## src/rtl/cl_axil_csr_pkg.sv

```systemverilog
// Shared AXI-Lite constants, payload types and the byte-strobe merge used by
// the CSR slave and its AW/W join.
package cl_axil_csr_pkg;

  localparam int AXIL_DATA_WIDTH = 32;
  localparam int AXIL_STRB_WIDTH = 4;

  localparam logic [1:0] AXIL_RESP_OKAY   = 2'b00;
  localparam logic [1:0] AXIL_RESP_SLVERR = 2'b10;

  typedef logic [AXIL_DATA_WIDTH-1:0] axil_data_t;
  typedef logic [AXIL_STRB_WIDTH-1:0] axil_strb_t;

  // Replace only the bytes whose strobe is set; the rest keep the current value.
  function automatic axil_data_t strb_merge(input axil_data_t cur,
                                            input axil_data_t wdata,
                                            input axil_strb_t strb);
    axil_data_t res;
    res = cur;
    for (int b = 0; b < AXIL_STRB_WIDTH; b++) begin
      if (strb[b]) res[8*b +: 8] = wdata[8*b +: 8];
    end
    return res;
  endfunction

endpackage

```

## src/rtl/cl_axil_aw_w_join.sv

```systemverilog
// Captures AW and W independently, in either order, and raises the commit
// strobe once both are held and no write response is outstanding.
module cl_axil_aw_w_join
  import cl_axil_csr_pkg::*;
#(
  parameter int IDX_W = 10
) (
  input  logic             aclk,
  input  logic             areset,
  input  logic [IDX_W-1:0] awidx,
  input  logic             awvalid,
  output logic             awready,
  input  axil_data_t       wdata,
  input  axil_strb_t       wstrb,
  input  logic             wvalid,
  output logic             wready,
  input  logic             bvalid,
  input  logic             bready,
  output logic             commit,
  output logic [IDX_W-1:0] idx,
  output axil_data_t       data,
  output axil_strb_t       strb
);

  logic aw_held;
  logic w_held;

  assign awready = !aw_held & !areset;
  assign wready  = !w_held & !areset;
  assign commit  = aw_held & w_held & !bvalid;

  // NOTE: sequential state uses non-blocking assignments so every flop samples pre-edge values.
  always_ff @(posedge aclk or posedge areset) begin
    if (areset) begin
      aw_held <= 1'b0;
      w_held  <= 1'b0;
    end else if (bvalid & bready) begin
      aw_held <= 1'b0;
      w_held  <= 1'b0;
    end else begin
      if (awvalid & awready) aw_held <= 1'b1;
      if (wvalid & wready)   w_held  <= 1'b1;
    end
  end

  // NOTE: payload holding registers carry no reset; the held flags qualify them.
  always_ff @(posedge aclk) begin
    if (awvalid & awready) idx <= awidx;
    if (wvalid & wready) begin
      data <= wdata;
      strb <= wstrb;
    end
  end

endmodule

```

## src/rtl/cl_axil_csr_slave.sv

```systemverilog
// AXI-Lite CSR bank: NUM_REGS 32-bit registers with bus read/write, per-register
// commit pulses, read-only masking and hardware update ports.
module cl_axil_csr_slave
  import cl_axil_csr_pkg::*;
#(
  parameter int                  NUM_REGS   = 16,
  parameter int                  ADDR_WIDTH = 12,
  parameter logic [NUM_REGS-1:0] RO_MASK    = '0
) (
  input  logic                   aclk,
  input  logic                   areset,
  input  logic [31:0]            s_awaddr,
  input  logic                   s_awvalid,
  output logic                   s_awready,
  input  logic [31:0]            s_wdata,
  input  logic [3:0]             s_wstrb,
  input  logic                   s_wvalid,
  output logic                   s_wready,
  output logic [1:0]             s_bresp,
  output logic                   s_bvalid,
  input  logic                   s_bready,
  input  logic [31:0]            s_araddr,
  input  logic                   s_arvalid,
  output logic                   s_arready,
  output logic [31:0]            s_rdata,
  output logic [1:0]             s_rresp,
  output logic                   s_rvalid,
  input  logic                   s_rready,
  output logic [NUM_REGS*32-1:0] regs_o,
  output logic [NUM_REGS-1:0]    wr_pulse_o,
  input  logic [NUM_REGS-1:0]    hw_we_i,
  input  logic [NUM_REGS*32-1:0] hw_wdata_i
);

  localparam int IDX_W = ADDR_WIDTH - 2;

  logic             commit;
  logic [IDX_W-1:0] w_idx;
  axil_data_t       w_data;
  axil_strb_t       w_strb;
  logic [IDX_W-1:0] ar_idx;

  axil_data_t          regs [NUM_REGS];
  logic [NUM_REGS-1:0] bus_we;
  logic                w_hit;
  logic                w_ro;
  logic                r_hit;
  axil_data_t          r_mux;

  // Address bits outside the decoded word offset are intentionally ignored.
  logic unused_addr;
  assign unused_addr = ^{s_awaddr[31:ADDR_WIDTH], s_awaddr[1:0],
                         s_araddr[31:ADDR_WIDTH], s_araddr[1:0]};

  assign ar_idx    = s_araddr[ADDR_WIDTH-1:2];
  assign s_arready = !s_rvalid & !areset;

  cl_axil_aw_w_join #(.IDX_W(IDX_W)) u_join (
    .aclk    (aclk),
    .areset  (areset),
    .awidx   (s_awaddr[ADDR_WIDTH-1:2]),
    .awvalid (s_awvalid),
    .awready (s_awready),
    .wdata   (s_wdata),
    .wstrb   (s_wstrb),
    .wvalid  (s_wvalid),
    .wready  (s_wready),
    .bvalid  (s_bvalid),
    .bready  (s_bready),
    .commit  (commit),
    .idx     (w_idx),
    .data    (w_data),
    .strb    (w_strb)
  );

  // NOTE: every always_comb output gets a default first so no latch is inferred.
  always_comb begin
    bus_we = '0;
    w_hit  = 1'b0;
    w_ro   = 1'b0;
    for (int i = 0; i < NUM_REGS; i++) begin
      if (w_idx == IDX_W'(i)) begin
        w_hit     = 1'b1;
        w_ro      = RO_MASK[i];
        bus_we[i] = commit & !RO_MASK[i];
      end
    end
  end

  always_comb begin
    r_hit = 1'b0;
    r_mux = '0;
    for (int i = 0; i < NUM_REGS; i++) begin
      if (ar_idx == IDX_W'(i)) begin
        r_hit = 1'b1;
        r_mux = regs[i];
      end
    end
  end

  // NOTE: the register array is reset because its all-zero state is architecturally visible.
  always_ff @(posedge aclk or posedge areset) begin
    if (areset) begin
      for (int i = 0; i < NUM_REGS; i++) regs[i] <= '0;
    end else begin
      for (int i = 0; i < NUM_REGS; i++) begin
        if (bus_we[i])       regs[i] <= strb_merge(regs[i], w_data, w_strb);
        else if (hw_we_i[i]) regs[i] <= hw_wdata_i[i*32 +: 32];
      end
    end
  end

  for (genvar g = 0; g < NUM_REGS; g++) begin : g_regs_out
    assign regs_o[g*32 +: 32] = regs[g];
  end

  always_ff @(posedge aclk or posedge areset) begin
    if (areset) begin
      s_bvalid   <= 1'b0;
      s_bresp    <= AXIL_RESP_OKAY;
      wr_pulse_o <= '0;
    end else begin
      wr_pulse_o <= bus_we;
      if (commit) begin
        s_bvalid <= 1'b1;
        s_bresp  <= (w_hit & !w_ro) ? AXIL_RESP_OKAY : AXIL_RESP_SLVERR;
      end else if (s_bvalid & s_bready) begin
        s_bvalid <= 1'b0;
      end
    end
  end

  // Read data is captured from pre-edge register contents, so a same-edge commit is not visible.
  always_ff @(posedge aclk or posedge areset) begin
    if (areset) begin
      s_rvalid <= 1'b0;
      s_rdata  <= '0;
      s_rresp  <= AXIL_RESP_OKAY;
    end else if (s_arvalid & s_arready) begin
      s_rvalid <= 1'b1;
      s_rdata  <= r_hit ? r_mux : '0;
      s_rresp  <= r_hit ? AXIL_RESP_OKAY : AXIL_RESP_SLVERR;
    end else if (s_rvalid & s_rready) begin
      s_rvalid <= 1'b0;
    end
  end

endmodule

```

## config.mk

```make
export PLATFORM = sky130hd
export DESIGN_NAME = cl_axil_csr_slave
export DESIGN_NICKNAME = d
export VERILOG_FILES = /design/src/rtl/cl_axil_csr_pkg.sv /design/src/rtl/cl_axil_aw_w_join.sv /design/src/rtl/cl_axil_csr_slave.sv
export SDC_FILE = /design/constraint.sdc
export NUM_CORES = 2
export LEC_CHECK = 0
export BUFFER_PORTS_ARGS = -buffer_cell sky130_fd_sc_hd__buf_4
export CORE_AREA = 10 10 454 456
export DETAILED_ROUTE_END_ITERATION = 16
export DIE_AREA = 0 0 464 466
export GPL_ROUTABILITY_DRIVEN = 0
export SYNTH_ARGS = -nofsm -noshare
export SYNTH_HDL_FRONTEND = slang
export SYNTH_SLANG_ARGS = --single-unit
```

## constraint.sdc

```tcl
create_clock -name aclk -period 17.63 [get_ports aclk]
set_input_delay 1.763 -clock aclk [delete_from_list [all_inputs] [get_ports aclk]]
set_output_delay 1.763 -clock aclk [all_outputs]
set_load 0.01 [all_outputs]
```

==> results.toml <==
[power_and_ir_drop]
seq_power_share_pct = 39.3
p_int_mw = 2.82
power_density_mw_per_mm2 = 99.2
ir_drop_uv = 66.4
switchingPower_mw = 1.64
p_clk_share_pct = 35.5
cellLeakagePower_nw = 19.1
p_comb_share_pct = 25.2
switching_share_pct = 36.9

[cells_and_area]
drive_gt1_share_pct = 35.1
area_delta_synth_final_pct = 47.8
stdcell_area_mm2 = 0.0450
multi_input_area_mm2 = 0.0137
final_nets = 4966
regArea_mm2 = 0.0155
fin_util_pct = 22.9
fillers = 21600

[setup_path]
crit_start = "s_araddr[2]"
worstPathRequired_ns = 18.14
rrSetupSlack_ns = 13.83
path_class = "primary input to flop"
startpoint_type = "primary input"
r2r_start = "u_join.idx[5]"
worst_ep_arrival_time_ns = 5.46
cp_max_fo = 39
endpoint_kind = "flop"

[synth]
synth_cell_types = 68
synth_cells = 3200
synth_ff_type = "dfrtp_1"
synth_area_leader_cell = "dfrtp_1"
yosysSeqAreaShare_pct = 51.1
ys_ff_latch = 612
syn_area_per_cell_um2 = 9.51
synth_most_common_cell = "nor2_1"
synth.top_cell.area_share_pct = 46.6
synth_edf_count = 46
synth_area_leaders = "dfrtp_1, nor2_1, o22ai_1, edfxtp_1, nand2_1"
synth_warnings = 0
synth-async-reset-ratio_pct = 92.5
syn_area_mm2 = 0.0304
synth_top_cells_by_count = "nor2_1, dfrtp_1, o22ai_1"

[place]
place_hpwl_um = 261000
pre_cts_slack_ns = 12.05
place_area_mm2 = 0.0425
port_buffers = 1157

[route]
drc = 0
vias_per_cell = 5.11
via_count = 36100
drt_wl_total_um = 319000
ant_nets = 0
routedWlPerCell_um = 45.1
drt_iter0_drc = 4710
drtPass1Iterations = 7

[global_routing]
grt_pass1_wl_um = 395000
top_usage_layer = "met2"
grt_util_met1_pct = 31.1
grt_pass1_vias = 35500
grtUsageMet2_pct = 43.2
grt-ovfl-total = 0
grt_usage_pct = 28.0
grt_max_degree = 164
gr-usage-met3_pct = 12.8
antenna_found_initial = 65

[cts]
clockRootBuffer = "clkbuf_16"
cts_hold_buf = 0
htreeDepth = 3
numCtsBuffers = 77
cts_tree = "done"
cts_sinks = 612
clk_latency_ns = 0.73
cts_buffer_depth = 3
post_cts_resized = 0
postCtsSetupRepairBufs = 0
clkTransAtPathRegs_ns = 0.06

[floorplan]
core_area_mm2 = 0.197
die_h_um = 466
row_count = 163
die-width_um = 464
initial_core_util_pct = 15.5
ios = 1204
die_area_mm2 = 0.216

[timing]
period_minus_slack_ns = 4.95
hold_violations = 0
tightest_slew_ns = 1.55
rsz0062_at_grt = "no"
period_share_pct = 28.1
setup_viol = 0
setup_slack_ns = 12.68
fin_setup_tns_ns = 0
slew_violations = 10
skew_ns = 0.0425
slew_headroom_pct = -4.37
fmax_mhz = 202

[outcome]
status = "complete, but fails checks"
violations = "capacitance limit, slew limit"

[hold_path]
hold_class = "flop to flop"
hold_start = "s_rdata[3]"

[flow_run]
cap_violations = 2
[power by group through the flow]
stage / logic, mW / registers (mW) / clock network, mW
2_1_floorplan: 0.323 / 1.70 / 0
3_3_place_gp: 1.11 / 1.77 / 0
3_5_place_dp: 1.11 / 1.77 / 0
4_1_cts: 1.12 / 1.75 / 1.60
5_1_grt: 1.17 / 1.75 / 1.65
6_report: 1.12 / 1.75 / 1.58
[path summary, 6_finish.rpt]
| check | endpoint | cells after the start |
|---|---|---|
| max reg2reg | regs_o[48] | 7 |
| min in group asynchronous | regs_o[415] | 2 |
| max in group asynchronous | regs_o[211] | 5 |
| min | s_rdata[3] | 2 |
| max | s_rdata[25] | 9 |
| min reg2reg | s_rdata[3] | 2 |
[critical path, cell delays in order]
cell and delay [ns]:
clkbuf_8 0.30, buf_4 0.35, clkinv_1 0.09, buf_4 0.50
nor2_2 0.34, a221oi_1 0.39, a211oi_1 0.15, a2111oi_0 1.27
a21oi_1 0.17
[routing by layer]
| layer | up-vias | wire length [um] |
|---|---|---|
| met2 | 3214 | 139000 |
| met4 | 18 | 24600 |
| met1 | 18100 | 115000 |
| met5 | - | 101 |
| li1 | 14000 | - |
| met3 | 744 | 40000 |
[flip-flops by register name, indices dropped and copies added (netlist names)]
| register | count |
|---|---|
| s_bvalid | 1 |
| regs_o | 512 |
| u_join.strb | 4 |
| s_bresp | 1 |
| u_join.w_held | 1 |
| u_join.aw_held | 1 |
| s_rdata | 32 |
| u_join.data | 32 |
| s_rvalid | 1 |
| wr_pulse_o | 16 |
| u_join.idx | 10 |
| s_rresp | 1 |
[kinds of logic after synthesis]
family	share of synthesized area, %
other	0.0123
XOR/XNOR	0.0288
AO/OA/AOI/OAI	23.7
multiplexers	5.65
AND/OR/NAND/NOR	15.3
buffers and inverters	4.22
flip-flops	51.1
[per-stage QoR]
step / cells / hold WS, ns / power, mW
floorplan: 3201 / 0.516 / 2.03
detailed placement: 6892 / 0.478 / 2.89
global route: 7039 / 0.516 / 4.57
CTS: 7027 / 0.489 / 4.47
global placement: 6891 / 0.470 / 2.88
finish: 7068 / 0.493 / 4.46
[cell usage in the layout (no fill, tap or decap), types with 27 or more instances in the layout]
cell type and count:
clkbuf_16 77, o22a_1 96, edfxtp_1 46, o21ai_0 117, a21oi_1 68, inv_1 47
nor2_1 640, o221ai_1 27, mux2i_1 65, diode_2 41, o22ai_1 338, o21a_1 110
nand2_1 331, dfrtp_1 566, buf_4 1284, a22oi_1 141, mux2_2 50
[cell type report]
cell class | count | share of cell area, %
sequential | 612 | 34.6
multi-input combinational | 2295 | 30.5
timing repair buffer | 1288 | 21.6
tap | 2640 | 7.35
clock buffer | 113 | 4.88
inverter | 57 | 0.493
clock inverter | 22 | 0.454
antenna | 41 | 0.228
(Power assumes the default switching activity.)
